[config.mk]
export PLATFORM = sky130hd
export DESIGN_NAME = cci_vec_rd_engine
export DESIGN_NICKNAME = d
export VERILOG_FILES = /design/src/rtl/cci_vec_rd_pkg.sv /design/src/rtl/cci_rd_credit_ctr.sv /design/src/rtl/cci_vec_rd_engine.sv
export SDC_FILE = /design/constraint.sdc
export NUM_CORES = 1
export LEC_CHECK = 0
export CAP_MARGIN = 5
export CELL_PAD_IN_SITES_DETAIL_PLACEMENT = 1
export CELL_PAD_IN_SITES_GLOBAL_PLACEMENT = 1
export CORE_AREA = 4 4 459 461
export CTS_BUF_LIST = sky130_fd_sc_hd__clkbuf_4
export CTS_CLUSTER_DIAMETER = 80
export CTS_CLUSTER_SIZE = 14
export DETAILED_ROUTE_END_ITERATION = 8
export DIE_AREA = 0 0 463 465
export GPL_ROUTABILITY_DRIVEN = 0
export MAX_ROUTING_LAYER = met4
export PLACE_DENSITY = 0.32
export SLEW_MARGIN = 15
export SYNTH_ARGS = -nofsm -noshare
export SYNTH_HDL_FRONTEND = slang
export SYNTH_SLANG_ARGS = --single-unit
[constraint.sdc]
create_clock -name clk -period 51.3 [get_ports clk]
set_input_delay 12.825 -clock clk [delete_from_list [all_inputs] [get_ports clk]]
set_output_delay 12.825 -clock clk [all_outputs]
set_load 0.02 [all_outputs]
[src/rtl/cci_vec_rd_pkg.sv]
// rtl/cci_vec_rd_pkg.sv - shared types and default widths for the vector-add read engine
package cci_vec_rd_pkg;

  localparam int ADDR_W_DEF    = 42;
  localparam int DATA_W_DEF    = 512;
  localparam int LEN_W_DEF     = 16;
  localparam int MAX_OUTST_DEF = 8;

  typedef enum logic [1:0] {
    IDLE,
    ISSUE,
    DRAIN,
    DONE
  } t_rd_state;

endpackage

[src/rtl/cci_rd_credit_ctr.sv]
// rtl/cci_rd_credit_ctr.sv - up/down count of reads in flight with a full flag
module cci_rd_credit_ctr #(
  parameter int MAX_OUTST = 8,
  parameter int CNT_W     = $clog2(MAX_OUTST) + 1
) (
  input  logic             clk,
  input  logic             reset,
  input  logic             inc,
  input  logic             dec,
  output logic             full,
  output logic [CNT_W-1:0] count
);

  logic [CNT_W-1:0] count_q, count_d;
  logic             inc_ok;

  assign full   = (count_q == CNT_W'(MAX_OUTST));
  assign count  = count_q;
  assign inc_ok = inc && !full;

  // Simultaneous inc and dec cancel out.
  always_comb begin
    count_d = count_q;
    if (inc_ok && !dec) begin
      count_d = count_q + CNT_W'(1);
    end else if (!inc_ok && dec) begin
      count_d = count_q - CNT_W'(1);
    end
  end

  always_ff @(posedge clk) begin
    if (reset) begin
      count_q <= '0;
    end else begin
      count_q <= count_d;
    end
  end

endmodule

[src/rtl/cci_vec_rd_engine.sv]
// rtl/cci_vec_rd_engine.sv - CCI-P channel-0 line reader writing out-of-order responses into the operand buffer
module cci_vec_rd_engine
  import cci_vec_rd_pkg::*;
#(
  parameter int ADDR_W    = ADDR_W_DEF,
  parameter int DATA_W    = DATA_W_DEF,
  parameter int LEN_W     = LEN_W_DEF,
  parameter int MAX_OUTST = MAX_OUTST_DEF
) (
  input  logic              clk,
  input  logic              reset,
  input  logic              start,
  input  logic [ADDR_W-1:0] base_addr,
  input  logic [LEN_W-1:0]  num_lines,
  output logic              busy,
  output logic              done,
  output logic              stray_rsp,
  output logic              rd_req_valid,
  output logic [ADDR_W-1:0] rd_req_addr,
  output logic [LEN_W-1:0]  rd_req_mdata,
  input  logic              rd_req_almfull,
  input  logic              rd_rsp_valid,
  input  logic [LEN_W-1:0]  rd_rsp_mdata,
  input  logic [DATA_W-1:0] rd_rsp_data,
  output logic              buf_wr_en,
  output logic [LEN_W-1:0]  buf_wr_idx,
  output logic [DATA_W-1:0] buf_wr_data
);

  localparam int CNT_W = $clog2(MAX_OUTST) + 1;

  t_rd_state         state_q, state_d;
  logic [ADDR_W-1:0] base_q, base_d;
  logic [LEN_W-1:0]  num_q, num_d;
  logic [LEN_W-1:0]  issued_q, issued_d;
  logic [LEN_W-1:0]  recv_q, recv_d;
  logic              busy_q, busy_d;
  logic              done_q, done_d;
  logic              stray_q, stray_d;
  logic              req_valid_q, req_valid_d;
  logic [ADDR_W-1:0] req_addr_q, req_addr_d;
  logic [LEN_W-1:0]  req_mdata_q, req_mdata_d;
  logic              wr_en_q, wr_en_d;
  logic [LEN_W-1:0]  wr_idx_q, wr_idx_d;
  logic [DATA_W-1:0] wr_data_q, wr_data_d;

  logic              fire;
  logic              rsp_take;
  logic              credit_dec;
  logic              credit_full;
  logic [CNT_W-1:0]  credit_count;

  cci_rd_credit_ctr #(
    .MAX_OUTST (MAX_OUTST),
    .CNT_W     (CNT_W)
  ) u_credit (
    .clk   (clk),
    .reset (reset),
    .inc   (fire),
    .dec   (credit_dec),
    .full  (credit_full),
    .count (credit_count)
  );

  always_comb begin
    state_d     = state_q;
    base_d      = base_q;
    num_d       = num_q;
    issued_d    = issued_q;
    recv_d      = recv_q;
    stray_d     = stray_q;
    req_valid_d = 1'b0;
    req_addr_d  = req_addr_q;
    req_mdata_d = req_mdata_q;
    wr_en_d     = 1'b0;
    wr_idx_d    = wr_idx_q;
    wr_data_d   = wr_data_q;
    fire        = 1'b0;
    rsp_take    = 1'b0;

    unique case (state_q)
      IDLE: begin
        if (rd_rsp_valid) stray_d = 1'b1;
        if (start) begin
          base_d   = base_addr;
          num_d    = num_lines;
          issued_d = '0;
          recv_d   = '0;
          stray_d  = 1'b0;
          state_d  = (num_lines == '0) ? DONE : ISSUE;
        end
      end
      ISSUE: begin
        rsp_take = rd_rsp_valid;
        fire     = !rd_req_almfull && !credit_full && (issued_q != num_q);
        if (issued_q == num_q) state_d = DRAIN;
      end
      DRAIN: begin
        rsp_take = rd_rsp_valid;
        if (recv_q == num_q) state_d = DONE;
      end
      DONE: begin
        if (rd_rsp_valid) stray_d = 1'b1;
        state_d = IDLE;
      end
    endcase

    if (fire) begin
      req_valid_d = 1'b1;
      req_addr_d  = base_q + ADDR_W'(issued_q);
      req_mdata_d = issued_q;
      issued_d    = issued_q + LEN_W'(1);
    end

    // Responses are never back-pressured; mdata is trusted as the buffer index.
    if (rsp_take) begin
      wr_en_d   = 1'b1;
      wr_idx_d  = rd_rsp_mdata;
      wr_data_d = rd_rsp_data;
      recv_d    = recv_q + LEN_W'(1);
    end

    credit_dec = rsp_take && (credit_count != '0);
    busy_d     = (state_d != IDLE);
    done_d     = (state_d == DONE);
  end

  always_ff @(posedge clk) begin
    if (reset) begin
      state_q     <= IDLE;
      base_q      <= '0;
      num_q       <= '0;
      issued_q    <= '0;
      recv_q      <= '0;
      busy_q      <= 1'b0;
      done_q      <= 1'b0;
      stray_q     <= 1'b0;
      req_valid_q <= 1'b0;
      wr_en_q     <= 1'b0;
    end else begin
      state_q     <= state_d;
      base_q      <= base_d;
      num_q       <= num_d;
      issued_q    <= issued_d;
      recv_q      <= recv_d;
      busy_q      <= busy_d;
      done_q      <= done_d;
      stray_q     <= stray_d;
      req_valid_q <= req_valid_d;
      wr_en_q     <= wr_en_d;
    end
    req_addr_q  <= req_addr_d;
    req_mdata_q <= req_mdata_d;
    wr_idx_q    <= wr_idx_d;
    wr_data_q   <= wr_data_d;
  end

  assign busy         = busy_q;
  assign done         = done_q;
  assign stray_rsp    = stray_q;
  assign rd_req_valid = req_valid_q;
  assign rd_req_addr  = req_addr_q;
  assign rd_req_mdata = req_mdata_q;
  assign buf_wr_en    = wr_en_q;
  assign buf_wr_idx   = wr_idx_q;
  assign buf_wr_data  = wr_data_q;

endmodule

; Yosys cells after proc, flatten, opt, wreduce, memory -nomap -nowiden
; Index checks and enable logic that the tools add are counted.
[op_classes]
add_sub_neg = 5
n_eq_ne = 8
muxes = 18
n_reduce_logical = 24
[op_table]
columns = operator, count
row1 = $mux 16, 4
row2 = $add 42x16->42, 1
row3 = $add 16x1->16 const B, 2
row4 = $eq 16x16->1, 2
row5 = $logic_not 16->1, 1
row6 = $ne 16x16->1, 1
row7 = $reduce_bool 2->1, 7
row8 = $mux 2, 4
row9 = $mux 4, 2
row10 = $pmux 2 s4, 1
row11 = $eq 2x2->1 const B, 3
row12 = $logic_and 1x1->1, 6
row13 = $mux 1, 6
row14 = $reduce_and 2->1, 3
row15 = $add 4x1->4 const B, 1
row16 = $eq 4x4->1 const B, 1
row17 = $logic_not 1->1, 4
row18 = $reduce_bool 4->1, 1
row19 = $sub 4x1->4 const B, 1
row20 = $eq 2x1->1 const B, 1
row21 = $logic_not 2->1, 1
row22 = $pmux 1 s2, 1
row23 = $reduce_or 2->1, 1
[totals]
ff_bits = 687
input_bits = 591
out_inout_bits = 591
wordCells = 70

; Depth between registers and ports, before layout
; Gate-level depths: netlist of run 1.
[depth]
depth_word = 10
mapped_depth = 14

; Cells and area by module
; Synthesis of run 1 repeated with hierarchy kept, for this count alone.
[hier_totals]
cells_unflattened = 1355
area_unflattened_um2 = 23610.1
[by_module_without_submodules]
columns = mod, n_inst, cells_each, area_each_um2, seq_area_each_um2
row1 = cci_vec_rd_engine, 1, 1326, 23344.9, 19538.7
row2 = cci_rd_credit_ctr, 1, 29, 265.3, 80.1

; Least setup slack after synthesis of run 1
; No wires, ideal clock.
[synth_path]
path_kind = input to register
from = input rd_rsp_valid
to = register u_credit.count_q[3] (netlist: u_credit.count[3])
arrival_time_ns = 30.733
required_ns = 51.230
slack_ns = 20.496
path_stages = 12
n_path_buf = 1
path_cell_list = nand2_1 > inv_1 > clkbuf_1 > o41ai_1 > ha_1 > inv_1 > ha_1 > a21o_1 > a21oi_1 > xnor2_1 > or3_1 > a21oi_1
[synth_between]
elab_chain_cells = 5
[synth_rtl]
columns = element, line
row1 = start: declaration, cci_vec_rd_engine.sv:22  ; input logic rd_rsp_valid,
row2 = $mux 1 *, cci_vec_rd_engine.sv:81  ; unique case (state_q)
row3 = net rsp_take, cci_vec_rd_engine.sv:48  ; logic rsp_take;
row4 = $logic_and 1x1->1 *, cci_vec_rd_engine.sv:123  ; credit_dec = rsp_take && (credit_count != '0);
row5 = $logic_not 1->1, cci_rd_credit_ctr.sv:24  ; if (inc_ok && !dec) begin
row6 = $logic_and 1x1->1, cci_rd_credit_ctr.sv:24
row7 = $mux 4 / $reduce_bool 2->1 (equally long branches), n/a
row8 = end signal: assignment, cci_rd_credit_ctr.sv:35  ; count_q <= count_d;
row9 = end: declaration, cci_rd_credit_ctr.sv:14  ; logic [CNT_W-1:0] count_q, count_d;
; Mark *: on every way through the listed nets, which the timed path passes. The rest lies on a longest branch.
; A chain may end at the register's enable or synchronous reset.

; Worst setup path in the final report of run 1
[layout_path]
from = input rd_rsp_valid
to = register wr_data_q[407] (netlist: buf_wr_data[407]) (enable)
[layout_between]
elab_chain_cells = 1
[layout_rtl]
columns = element, line
row1 = $mux 1, cci_vec_rd_engine.sv:81
row2 = end signal: assignment, cci_vec_rd_engine.sv:155  ; wr_data_q <= wr_data_d;
row3 = end: declaration, cci_vec_rd_engine.sv:45  ; logic [DATA_W-1:0] wr_data_q, wr_data_d;
; Every way passes these cells.

==> impl_metrics.json, run 1 <==
{
  "core-area_um2": 206000,
  "tns_ps": 0,
  "finalClockSkew_ps": 109,
  "start_util_pct": 11.4,
  "finalMaxSlewViolations": 0,
  "grt_usage_pct": 13.1,
  "path_class": "input port to flop",
  "vias": 17290,
  "viasPerCell": 3.22,
  "synth_most_common_cell": "edfxtp_1",
  "ys_ff_latch": 687,
  "fin_ws_ps": 34620,
  "cap_viol_max_count": 0,
  "rsz0062_at_grt": "no",
  "ant_nets": 0,
  "synth_common_cells": "586 x edfxtp_1, 159 x nand2_1, 101 x dfxtp_1",
  "arrival_ps": 17430,
  "antenna_found_initial": 128,
  "grt_overflow": 0,
  "drive_gt1_share_pct": 6.19,
  "first_pass_iters": 5,
  "async_flop_share_pct": 0,
  "synth_top_flop_cell": "edfxtp_1",
  "cp-start-kind": "input port",
  "ir_drop_mv": 0.0209,
  "grt_pass1_wl_um": 183000,
  "worstHoldPathType": "flop to flop",
  "ctsLongestPathBuffers": 3,
  "finalHoldViolCount": 0,
  "ys_seq_area_share_pct": 83.7,
  "leakagePower_nw": 13.2,
  "yosysUniqueCellTypes": 61,
  "slew_headroom_pct": 25.4,
  "port_buffers": 1181,
  "clock_latency_ps": 1140,
  "period_share_pct": 32.5,
  "period_minus_slack_ps": 16680,
  "clock.fmax_ghz": 0.0600,
  "area_growth_syn_to_layout_pct": 70.5,
  "synth_largest_area_cell": "edfxtp_1",
  "crit_path_max_fanout": 87,
  "synthesis.area_um2": 23400,
  "pre_cts_ws_ps": 33160,
  "num_rows": 167,
  "synth_edf_count": 586,
  "h-tree-depth": 3,
  "ctsRootBufferMaster": "clkbuf_4",
  "fin_nets": 3192,
  "cts_tree": "built",
  "dr.first_iter.drc_count": 1037,
  "finalWirelength_um": 142000,
  "synthTopCellsByArea": "edfxtp_1 75%, dfxtp_1 8.6%, nand2_1 2.5%",
  "syn_nets": 1952,
  "hpwl_um": 119000,
  "worstPathRequired_ps": 52050,
  "die_h_um": 465,
  "pin_count": 1182,
  "cts_setup_buffers": 0,
  "ctsHoldBuffers": 0,
  "power_density_nw_per_um2": 39.6,
  "status": "finished, final reports clean",
  "worstMarginPinSlew_ps": 1120,
  "final-setup-viol-count": 0,
  "synth_top_cell_area_share_pct": 75.1,
  "endpoint_kind": "flop",
  "drcViolationCount": 0,
  "syn_avg_cell_area_um2": 17.6,
  "die_area_um2": 215000,
  "first_global_vias": 18264,
  "cts.sinks": 687,
  "cts_buffers": 79,
  "cts.repair.resized": 0,
  "synth_cells": 1334,
  "ys.warnings.count": 0,
  "chipWidth_um": 463,
  "grt_max_degree": 152,
  "path_clk_slew_ps": 150,
  "wl_per_cell_um": 26.5
}
power breakdown:
group / total, W / leakage (nW) / switching (W) / internal, W
Combinational: 0.000451 / 6.29 / 0.000271 / 0.000181
Clock: 0.000372 / 0.707 / 0.000236 / 0.000136
Sequential: 0.000761 / 6.24 / 0.0000364 / 0.000725
Total: 0.00158 / 13.2 / 0.000543 / 0.00104
sequential cells by signal (all words and copies together) (netlist names):
| name | cells |
|---|---|
| state_q | 2 |
| stray_rsp | 1 |
| rd_req_valid | 1 |
| rd_req_mdata | 16 |
| done | 1 |
| busy | 1 |
| u_credit.count | 4 |
| issued_q | 16 |
| buf_wr_en | 1 |
| base_q | 42 |
| rd_req_addr | 42 |
| num_q | 16 |
| buf_wr_idx | 16 |
| buf_wr_data | 512 |
| recv_q | 16 |
worst max-delay path, cell delays in order:
cell and delay (ps):
clkdlybuf4s50_1 500, nand2_1 320, inv_8 570, buf_4 710, buf_4 570, buf_4 800
buf_4 890
per-layer routing:
layer	GRT usage (%)	share of wire, %	vias to the layer above
met5	-	0	-
met2	24.7	55	906
li1	-	-	7538
met3	4.84	8.1	342
met1	12.5	34	8504
met4	3.33	3.4	0
cells in the final DEF, fill, tap and decap left out, types with 5 or more instances in the layout:
cell,Yosys,layout
clkdlybuf4s50_1,0,1180
edfxtp_1,586,586
nand2_1,159,158
dfxtp_1,101,101
clkbuf_4,0,89
a21oi_1,86,86
xor2_1,62,62
nor2_1,40,40
xnor2_1,26,26
diode_2,0,25
ha_1,25,25
nand3_1,22,22
nand4_1,20,20
inv_1,20,19
o21ai_1,20,19
o21ai_0,14,14
and3_1,14,14
nor3_1,13,13
clkinv_4,0,11
nor4_1,10,10
buf_4,2,10
a21o_1,8,8
inv_6,0,8
bufinv_16,0,8
inv_8,0,7
clkinv_1,0,7
and2_1,7,6
nor2b_1,5,5
and4_1,5,5
clkinv_8,0,5
metrics by stage:
stage | total power [W] | hold WS, ps | utilization [%] | cells | instance area, um^2
finish | 0.00158 | 474 | 19.4 | 5363 | 40000
global placement | 0.00124 | 455 | 18.7 | 5197 | 38600
global route | 0.00168 | 508 | 19.4 | 5356 | 40000
detailed placement | 0.00124 | 457 | 18.7 | 5197 | 38600
CTS | 0.00163 | 476 | 19.3 | 5338 | 39900
floorplan | 0.00102 | 441 | - | 1334 | 23400
logic make-up (layout without fill, tap and decap cells):
group	count (synthesis)	in the layout	synth area share, %
compound gates	167	167	4.35
flops	687	687	83.7
other cells	0	25	0
simple gates	309	309	6.14
xor+xnor	88	88	3.29
buf+inv	54	1354	0.918
mux	2	2	0.0908
fa+ha+maj	27	27	1.51
worst paths after layout:
| check | start | end | slack (ps) | cells past startpoint |
|---|---|---|---|---|
| hold reg to reg | base_q[6]$_SDFFE_PP0P_ | base_q[6]$_SDFFE_PP0P_ | 470 | 2 |
| setup / recovery | rd_rsp_valid | buf_wr_data[407]$_DFFE_PP_ | 34620 | 7 |
| hold / removal | base_q[6]$_SDFFE_PP0P_ | base_q[6]$_SDFFE_PP0P_ | 470 | 2 |
| setup reg to reg | state_q[1]$_SDFF_PP0_ | buf_wr_data[407]$_DFFE_PP_ | 46030 | 8 |
final cells by class:
cell class,instances,area (um^2)
clock buffer,89,668
timing repair buffer,1192,11900
sequential,687,19600
multi-input combinational,593,3620
tap,2704,3380
inverter,21,86.3
clock inverter,52,618
fill,22990,166000
antenna,25,62.6
Power figures use the tool's default switching activity.
==> run 2, diff against run 1 <==
--- a/config.mk
+++ b/config.mk
@@ -8,15 +8,15 @@
 export CAP_MARGIN = 5
 export CELL_PAD_IN_SITES_DETAIL_PLACEMENT = 1
 export CELL_PAD_IN_SITES_GLOBAL_PLACEMENT = 1
-export CORE_AREA = 4 4 459 461
+export CORE_AREA = 4 4 462 464
 export CTS_BUF_LIST = sky130_fd_sc_hd__clkbuf_4
 export CTS_CLUSTER_DIAMETER = 80
 export CTS_CLUSTER_SIZE = 14
 export DETAILED_ROUTE_END_ITERATION = 8
-export DIE_AREA = 0 0 463 465
+export DIE_AREA = 0 0 466 468
 export GPL_ROUTABILITY_DRIVEN = 0
 export MAX_ROUTING_LAYER = met4
-export PLACE_DENSITY = 0.32
+export PLACE_DENSITY = 0.33
 export SLEW_MARGIN = 15
 export SYNTH_ARGS = -nofsm -noshare
 export SYNTH_HDL_FRONTEND = slang
==> constraint.sdc (replaced) <==
create_clock -name clk -period 15.25 [get_ports clk]
set_input_delay 3.8125 -clock clk [delete_from_list [all_inputs] [get_ports clk]]
set_output_delay 3.8125 -clock clk [all_outputs]
set_load 0.02 [all_outputs]
==> run 2 against run 1 <==
Against the previous run:
- sequential share of layout area is 0.39 points lower
- clock power rose to 3.6 times the previous value
- critical path depth down 1
- total power rose to 3.4 times the previous value
- cell count increased by 2.6%
- utilization shrank 0.096 points
- setup slack lost 26000 ps
- sequential power rose to 3.4 times the previous value
- clock-buffer cell count up 6
- wire length decreased by 0.59%
- combinational power increased to 3.4 times the previous value
==> impl_metrics.json, run 2 (same netlist as run 1, synthesis figures left out) <==
{
  "num_rows": 168,
  "path_clk_slew_ps": 140,
  "fill_cells": 23333,
  "rsz0062_at_grt": "no",
  "first_global_vias": 17718,
  "layout_commonest_cell": "clkdlybuf4s50_1",
  "critPathLaunch": "rd_rsp_valid",
  "worstHoldPathType": "flop to flop",
  "pin_count": 1182,
  "ctsLongestPathBuffers": 3,
  "placedCellCount": 5302,
  "wl_per_cell_um": 25.7,
  "die_area_um2": 218000,
  "crit_path_max_fanout": 141,
  "status": "finished, final reports clean",
  "path_class": "input port to flop",
  "ant_nets": 0,
  "multi_input_area_um2": 3620,
  "final_cells": 5501,
  "viasPerCell": 3.11,
  "slew_headroom_pct": 30.5,
  "grt_overflow": 0,
  "tns_ps": 0,
  "worstPathRequired_ps": 15970,
  "dr.first_iter.drc_count": 981,
  "leakagePower_nw": 13.3,
  "cts_tree": "built",
  "h-tree-depth": 3,
  "fin_nets": 3200,
  "ctsHoldBuffers": 0,
  "cap_viol_max_count": 0,
  "pre_cts_ws_ps": 7070,
  "ctsRootBufferMaster": "clkbuf_4",
  "start_util_pct": 11.2,
  "endpoint_kind": "flop",
  "core-area_um2": 209000,
  "critPathMaxStageDelay_ps": 770,
  "utilization_pct": 19.3,
  "clock_latency_ps": 1160,
  "grt_max_degree": 142,
  "hold_slack_ps": 476,
  "arrival_ps": 7470,
  "crit_chain": "clkdlybuf4s50_1 -> nand2_1 -> inv_8 -> buf_4 -> buf_12 -> buf_4",
  "ir_drop_mv": 0.0717,
  "port_buffers": 1181,
  "crit_family": "buffers and inverters",
  "hpwl_um": 117000,
  "hold_path_startpoint": "base_q[3]$_SDFFE_PP0P_",
  "period_minus_slack_ps": 6750,
  "final-seq-area_um2": 19600,
  "drcViolationCount": 0,
  "cts_setup_buffers": 0,
  "finalWirelength_um": 141000,
  "cp-start-kind": "input port",
  "cpMaxStageDelayCell": "buf_4",
  "cp_common_cell": "buf_4",
  "finalClockSkew_ps": 114,
  "area_growth_syn_to_layout_pct": 71.9,
  "finalMaxSlewViolations": 0,
  "r2r_start": "state_q[1]$_SDFF_PP0_",
  "cts.repair.resized": 0,
  "grt_usage_pct": 12.7,
  "grt_pass1_wl_um": 177000,
  "final_cell_mix": "1180 x clkdlybuf4s50_1, 586 x edfxtp_1, 158 x nand2_1, 101 x dfxtp_1, 95 x clkbuf_4",
  "vias": 17099,
  "final-setup-viol-count": 0,
  "fin_ws_ps": 8500,
  "first_pass_iters": 4,
  "worstMarginPinSlew_ps": 1040,
  "antenna_found_initial": 140,
  "cts_buffers": 83,
  "largest_reg_flops": 512,
  "clock.fmax_ghz": 0.148,
  "drive_gt1_share_pct": 6.87,
  "crit_buf_inv": 5,
  "cts.sinks": 687,
  "power_density_nw_per_um2": 134,
  "chipWidth_um": 466,
  "finalHoldViolCount": 0,
  "die_h_um": 468,
  "period_share_pct": 44.3
}
-- run 2: changes by cell type in the layout (fill, tap and decap cells not counted) --
cell | before | now
buf_4 | 10 | 13
and2_4 | 2 | 1
clkinv_1 | 7 | 3
bufinv_16 | 8 | 9
clkinv_2 | 2 | 8
diode_2 | 25 | 47
and2_2 | 0 | 1
clkinv_8 | 5 | 3
clkinvlp_4 | 2 | 7
inv_6 | 8 | 14
inv_2 | 4 | 1
buf_12 | 1 | 2
clkinv_4 | 11 | 7
clkbuf_4 | 89 | 95
-- run 2: power by group --
| group | switching (W) | total (W) | leakage (nW) | internal [W] |
|---|---|---|---|---|
| logic | 0.000909 | 0.00152 | 6.31 | 0.000609 |
| registers | 0.000117 | 0.00255 | 6.24 | 0.00244 |
| clock network | 0.000838 | 0.00133 | 0.751 | 0.000495 |
-- run 2: path summary, 6_finish.rpt --
check | to | slack (ps) | cells after the start
setup reg to reg | buf_wr_data[42]$_DFFE_PP_ | 10860 | 7
hold reg to reg | base_q[3]$_SDFFE_PP0P_ | 480 | 2
hold / removal | base_q[3]$_SDFFE_PP0P_ | 480 | 2
setup / recovery | buf_wr_data[42]$_DFFE_PP_ | 8500 | 6
-- run 2: worst min-delay path: stages, from the launching register on --
cell	delay (ps)
dfxtp_1	340
nand2_1	50
a21oi_1	50
-- run 2: per-layer routing --
layer / track usage [%] / share of wire (%)
met3: 4.94 / 8.8
met1: 12.5 / 35
met4: 4.59 / 3.3
met5: - / 0
met2: 22.6 / 53
-- run 2: per-stage QoR --
step	area, um^2	power [W]
floorplan	23400	0.00331
global placement	38800	0.00417
detailed placement	38800	0.00417
CTS	40200	0.00558
global route	40300	0.00572
finish	40300	0.00541
-- run 2: cell type report --
cell class	instances	share of cell area [%]
well taps	2805	8.71
multi-input cells	593	8.99
flip-flops and latches	687	48.7
diodes	47	0.292
repair buffers	1196	29.7
clock buffers	95	1.77
inverters	21	0.214
clock inverters	57	1.67
==> edit 1 (config.mk and constraints of run 2) <==
The package constant `ADDR_W_DEF` goes from 42 to 84.
--- a/src/rtl/cci_vec_rd_pkg.sv
+++ b/src/rtl/cci_vec_rd_pkg.sv
@@ -1,7 +1,7 @@
 // rtl/cci_vec_rd_pkg.sv - shared types and default widths for the vector-add read engine
 package cci_vec_rd_pkg;
 
-  localparam int ADDR_W_DEF    = 42;
+  localparam int ADDR_W_DEF    = 84;
   localparam int DATA_W_DEF    = 512;
   localparam int LEN_W_DEF     = 16;
   localparam int MAX_OUTST_DEF = 8;
Ports: changed (resized base_addr and rd_req_addr); port bits go from 1182 to 1266. No check against the original RTL was run, so the function may have changed too.
==> edit 1 against run 2 <==
Core utilization increased by 2.4 points. Final area rose by 13%. Routed wire length increased by 56%. Critical path depth did not move. Sequential power up 13%. First-iteration DRC count increased by 54%. Synthesized cell count grew 32%. Clock skew grew 0.0011 ns. Sequential cell count is 84 higher. Die area unchanged. Synthesized area increased by 17%. Setup slack lost 0.31 ns. Total power is 14% higher. Largest power group unchanged.
==> edit 1: results (changes against run 2) <==
- Input/output buffers: 1265 (+7.1%)
- Worst-Skew Late Latency: 1.15 ns
- Reported net switching power: 2.23 mW (+20%)
- Slowest stage delay, CP: 0.94 ns (+0.17 ns)
- Vias in the first global route: 21.9k (+24%)
- EDFF count, synth: 628 (+7.2%)
- Slew margin rel.: 0.256 (-0.0488)
- Max FO, Critical Path: 79 (-44%)
- Ys Warns: 0 (unchanged)
- Sequential share of power: 0.465 (-0.007)
- Resize count post-CTS: 0 (unchanged)
- CTS root buf: clkbuf_4
- Commonest cells post-synth: edfxtp_1 (628), nand2_1 (283), dfxtp_1 (143)
- P_comb: 1.72 mW (+13%)
- Post-CTS setup buffer count: 0 (unchanged)
- Number of H-tree levels: 3 (unchanged)
- Max reg flops: 512 (unchanged)
- Crit path from: rd_rsp_valid
- Drt pass-1 iters: 5 (+1)
- Via density: 3.59 (+15%)
- Starting DRC count in detailed routing: 1510 (+54%)
- Worst reg2reg startpoint: state_q[0]
- Worst path top cell family by delay: buffers and inverters
- Status: complete, no violations
- VDD IR max: 0.0639 mV (-11%)
- Worst hold path class: register to register
- First-pass GRT wire length: 268000 um (+51%)
- Sequential element share of the synthesized area: 0.794 (-0.0427)
- Largest net degree at the start of global routing: 80 (-44%)
- Slowest cell on crit path: buf_4
- Initial antenna violation count: 258 (+84%)
- Clock Skews: 0.115 ns (+0.00106 ns)
- LEAKAGE: 14.9 nW (+12%)
- Sw Share: 0.361 (+0.0167)
- Worst min-delay path startpoint: base_q[13]
- CTS Buffer Depth: 3 (unchanged)
- # nets final: 3753 (+17%)
- Number of distinct library cells after synthesis: 61 (unchanged)
- Top FF cell, synth: edfxtp_1
- Fraction of layout cells with a size suffix above 1: 0.0683 (-0.000359)
- Area contributors post-synth: edfxtp_1 (69%), dfxtp_1 (10%), nand2_1 (3.9%), a21oi_1 (2.4%), xor2_1 (2.2%)
- Asr flop ratio synth: 0 (unchanged)
- DR WL/cell: 36.3 um (+41%)
- CTS buffer count: 95 (+14%)
- Total track usage: 0.199 (+0.0727)
- Hpwl dp: 190000 um (+62%)
- Post-Syn Nets: 2427 (+24%)
- CP arrival: 7.82 ns (+0.35 ns)
- Placed Instance Area: 0.0435 mm2 (+12%)
- Clk slew on worst S/H paths: 0.13 ns
-- edit 1: cells by family (layout without fill, tap and decap cells) --
family | Yosys count | in the layout | synth area share
DFF | 771 | 771 | 0.794
and+or+nand+nor | 561 | 561 | 0.0970
AOI/OAI and AO/OA | 204 | 204 | 0.0431
xor gates and xnor gates | 124 | 124 | 0.0397
buffers and inverters | 77 | 1485 | 0.0119
adders and majority gates | 27 | 27 | 0.0129
muxes | 3 | 3 | 0.00114
other | 0 | 86 | 0
-- edit 1: final cells by class --
cell class | instances | area (um2)
antenna | 86 | 215
clock buffer | 105 | 788
clock inverter | 74 | 902
fill | 23200 | 164000
inverter | 20 | 85.1
multi-input combinational | 919 | 5340
sequential | 771 | 21700
tap | 2805 | 3510
timing repair buffer | 1286 | 12800
-- edit 1: path summary, 6_finish.rpt --
check                endpoint  slack (ns)  cells past startpoint
min                base_q[13]        0.47                      2
min reg2reg        base_q[13]        0.47                      2
max reg2reg  buf_wr_data[373]       10.49                      7
max          buf_wr_data[373]        8.19                      6
-- edit 1: worst reg2reg max path: stages (launching register included) --
cell and delay [ns]:
dfxtp_1 0.44, inv_1 0.09, ha_1 0.33, nand2_1 0.34
inv_8 0.51, buf_4 0.78, buf_4 0.82, buf_4 0.97
-- edit 1: routing by layer --
metal | wire [um] | vias to the layer above | GRT usage
li1 | - | 9387 | -
met1 | 84200 | 10700 | 0.220
met2 | 102000 | 1186 | 0.318
met3 | 28600 | 431 | 0.109
met4 | 5340 | 0 | 0.0373
met5 | 0 | - | -
-- edit 1: stage by stage --
stage	setup slack [ns]	instances	hold WS, ns
after floorplan	3.45	1767	0.429
after global placement	6.85	5801	0.454
after detailed placement	6.88	5801	0.458
after CTS	8.28	5980	0.476
after global routing	7.98	6055	0.488
final	8.19	6066	0.473
==> edit 2 (flow settings as in run 2) <==
Made on the original files. Re-encode `t_rd_state` (4 states) as one-hot, 4 bits wide.
--- a/src/rtl/cci_vec_rd_pkg.sv
+++ b/src/rtl/cci_vec_rd_pkg.sv
@@ -6,11 +6,11 @@
   localparam int LEN_W_DEF     = 16;
   localparam int MAX_OUTST_DEF = 8;
 
-  typedef enum logic [1:0] {
-    IDLE,
-    ISSUE,
-    DRAIN,
-    DONE
+  typedef enum logic [3:0] {
+    IDLE  = 4'b0001,
+    ISSUE = 4'b0010,
+    DRAIN = 4'b0100,
+    DONE  = 4'b1000
   } t_rd_state;
 
 endpackage
Behaviour: same outputs for any inputs over 4 cycles, from zero or initial values and one cycle with reset high; so few cycles prove little.
==> edit 2 against run 2 <==
Setup slack better by 0.32 ns. Synthesized area is 0.19% higher. Routed wire length hardly changed. First-iteration DRC count is 14% lower. Sequential cell count is 2 higher. Final area is 0.19% higher. Non-clock buffer count is 7 higher.
Power is not compared: it rests on default switching activity, and its combinational part moved more than twofold at a synthesized area within 25%.
==> edit 2: results (changes against run 2) <==
- Commonest cells post-synth: edfxtp_1 (586), nand2_1 (151), dfxtp_1 (103)
- Multi-input combinational cell count: 590 (-0.51%)
- Clock Skews: 0.140 ns (+0.0261 ns)
- Drt pass-1 iters: 5 (+1)
- Buffers excl. clock: 1203 (+0.59%)
- Clk cell area share: 0.0360 (+0.00155)
- Max FO, Critical Path: 101 (-28%)
- Largest net degree at the start of global routing: 148 (+4.2%)
- Buffer share of cell area: 0.297 (+0.000811)
- CP arrival: 7.15 ns (-0.32 ns)
- Area contributors post-synth: edfxtp_1 (75%), dfxtp_1 (8.8%), nand2_1 (2.4%), xor2_1 (1.9%), a21oi_1 (1.9%)
- Status: complete, no violations
- Post-Syn Nets: 1947 (-0.26%)
- Inverters: 16 (-24%)
- Flip-flop and latch area: 0.0197 mm2 (+0.20%)
- Total track usage: 0.127 (+0.000895)
- Starting DRC count in detailed routing: 848 (-14%)
- Fraction of layout cells with a size suffix above 1: 0.0727 (+0.00399)
- Total number of vias: 17.2k (+0.54%)
- Inst Count DP: 5303 (+0.019%)
- Clk slew on worst S/H paths: 0.14 ns (about the same)
- Finished Layout Cells: 5483 (-0.33%)
- Multi-input logic area: 0.00361 mm2 (-0.17%)
- Compound-Gate Fraction of Synth Area: 0.0369 (-0.00664)
- Synth Area in XOR/XNOR: 0.0325 (-0.000434)
- Ant. Diodes: 23 (-51%)
- FF+latch count, synth: 689 (+0.29%)
- Slowest stage delay, CP: 0.88 ns (+0.11 ns)
- Post-Synth Adder-Cell Area: 0.0129 (-0.00216)
- Placed Instance Area: 0.0389 mm2 (+0.17%)
- Vias in the first global route: 18.1k (+1.9%)
- Sequential element share of the synthesized area: 0.837 (about the same)
- First-pass GRT wire length: 179000 um (+0.86%)
- Hpwl dp: 117000 um (-0.30%)
- Post-Route WL: 141000 um (about the same)
- Filler cell count: 23.3k (+0.0086%)
- Mean area per synthesized cell: 17.6 um2 (+0.26%)
- Dpl ws: 7.64 ns (+0.564 ns)
- Final Hold Vio Count: 0 (unchanged)
- Worst Tran Pin Value: 1.02 ns (-0.0261 ns)
- Initial antenna violation count: 135 (-3.6%)
- Clock Buffer Count: 99 (+4.2%)
- Mux cell area share after synthesis: 0.00320 (+0.00229)
edit 2: cell count changes in the layout (fill, tap and decap cells not counted), moves of 5 or more:
cell and change:
xnor2_1 +10, nand2_1 -7, nor4b_1 +7, o21ai_1 -17, o21ai_0 +8, nand2b_1 +6, nor2_1 +6, buf_4 +8
xor2_1 -11, diode_2 -24, clkinv_1 +5, nor4_1 +7
edit 2: layer usage:
layer	vias to the layer above	GRT usage	part of all wire
li1	7572	-	-
met1	8313	0.123	0.34
met2	934	0.239	0.54
met3	373	0.0474	0.085
met4	0	0.0323	0.033
met5	-	-	0
edit 2: path summary, 6_finish.rpt:
| path | slack [ns] | end | start | depth (start not counted) |
|---|---|---|---|---|
| setup / recovery | 8.82 | buf_wr_data[128] | rd_rsp_valid | 5 |
| hold / removal | 0.46 | base_q[38] | base_q[38] | 2 |
| setup reg to reg | 11.32 | buf_wr_data[128] | state_q[1] | 5 |
| hold reg to reg | 0.46 | base_q[38] | base_q[38] | 2 |
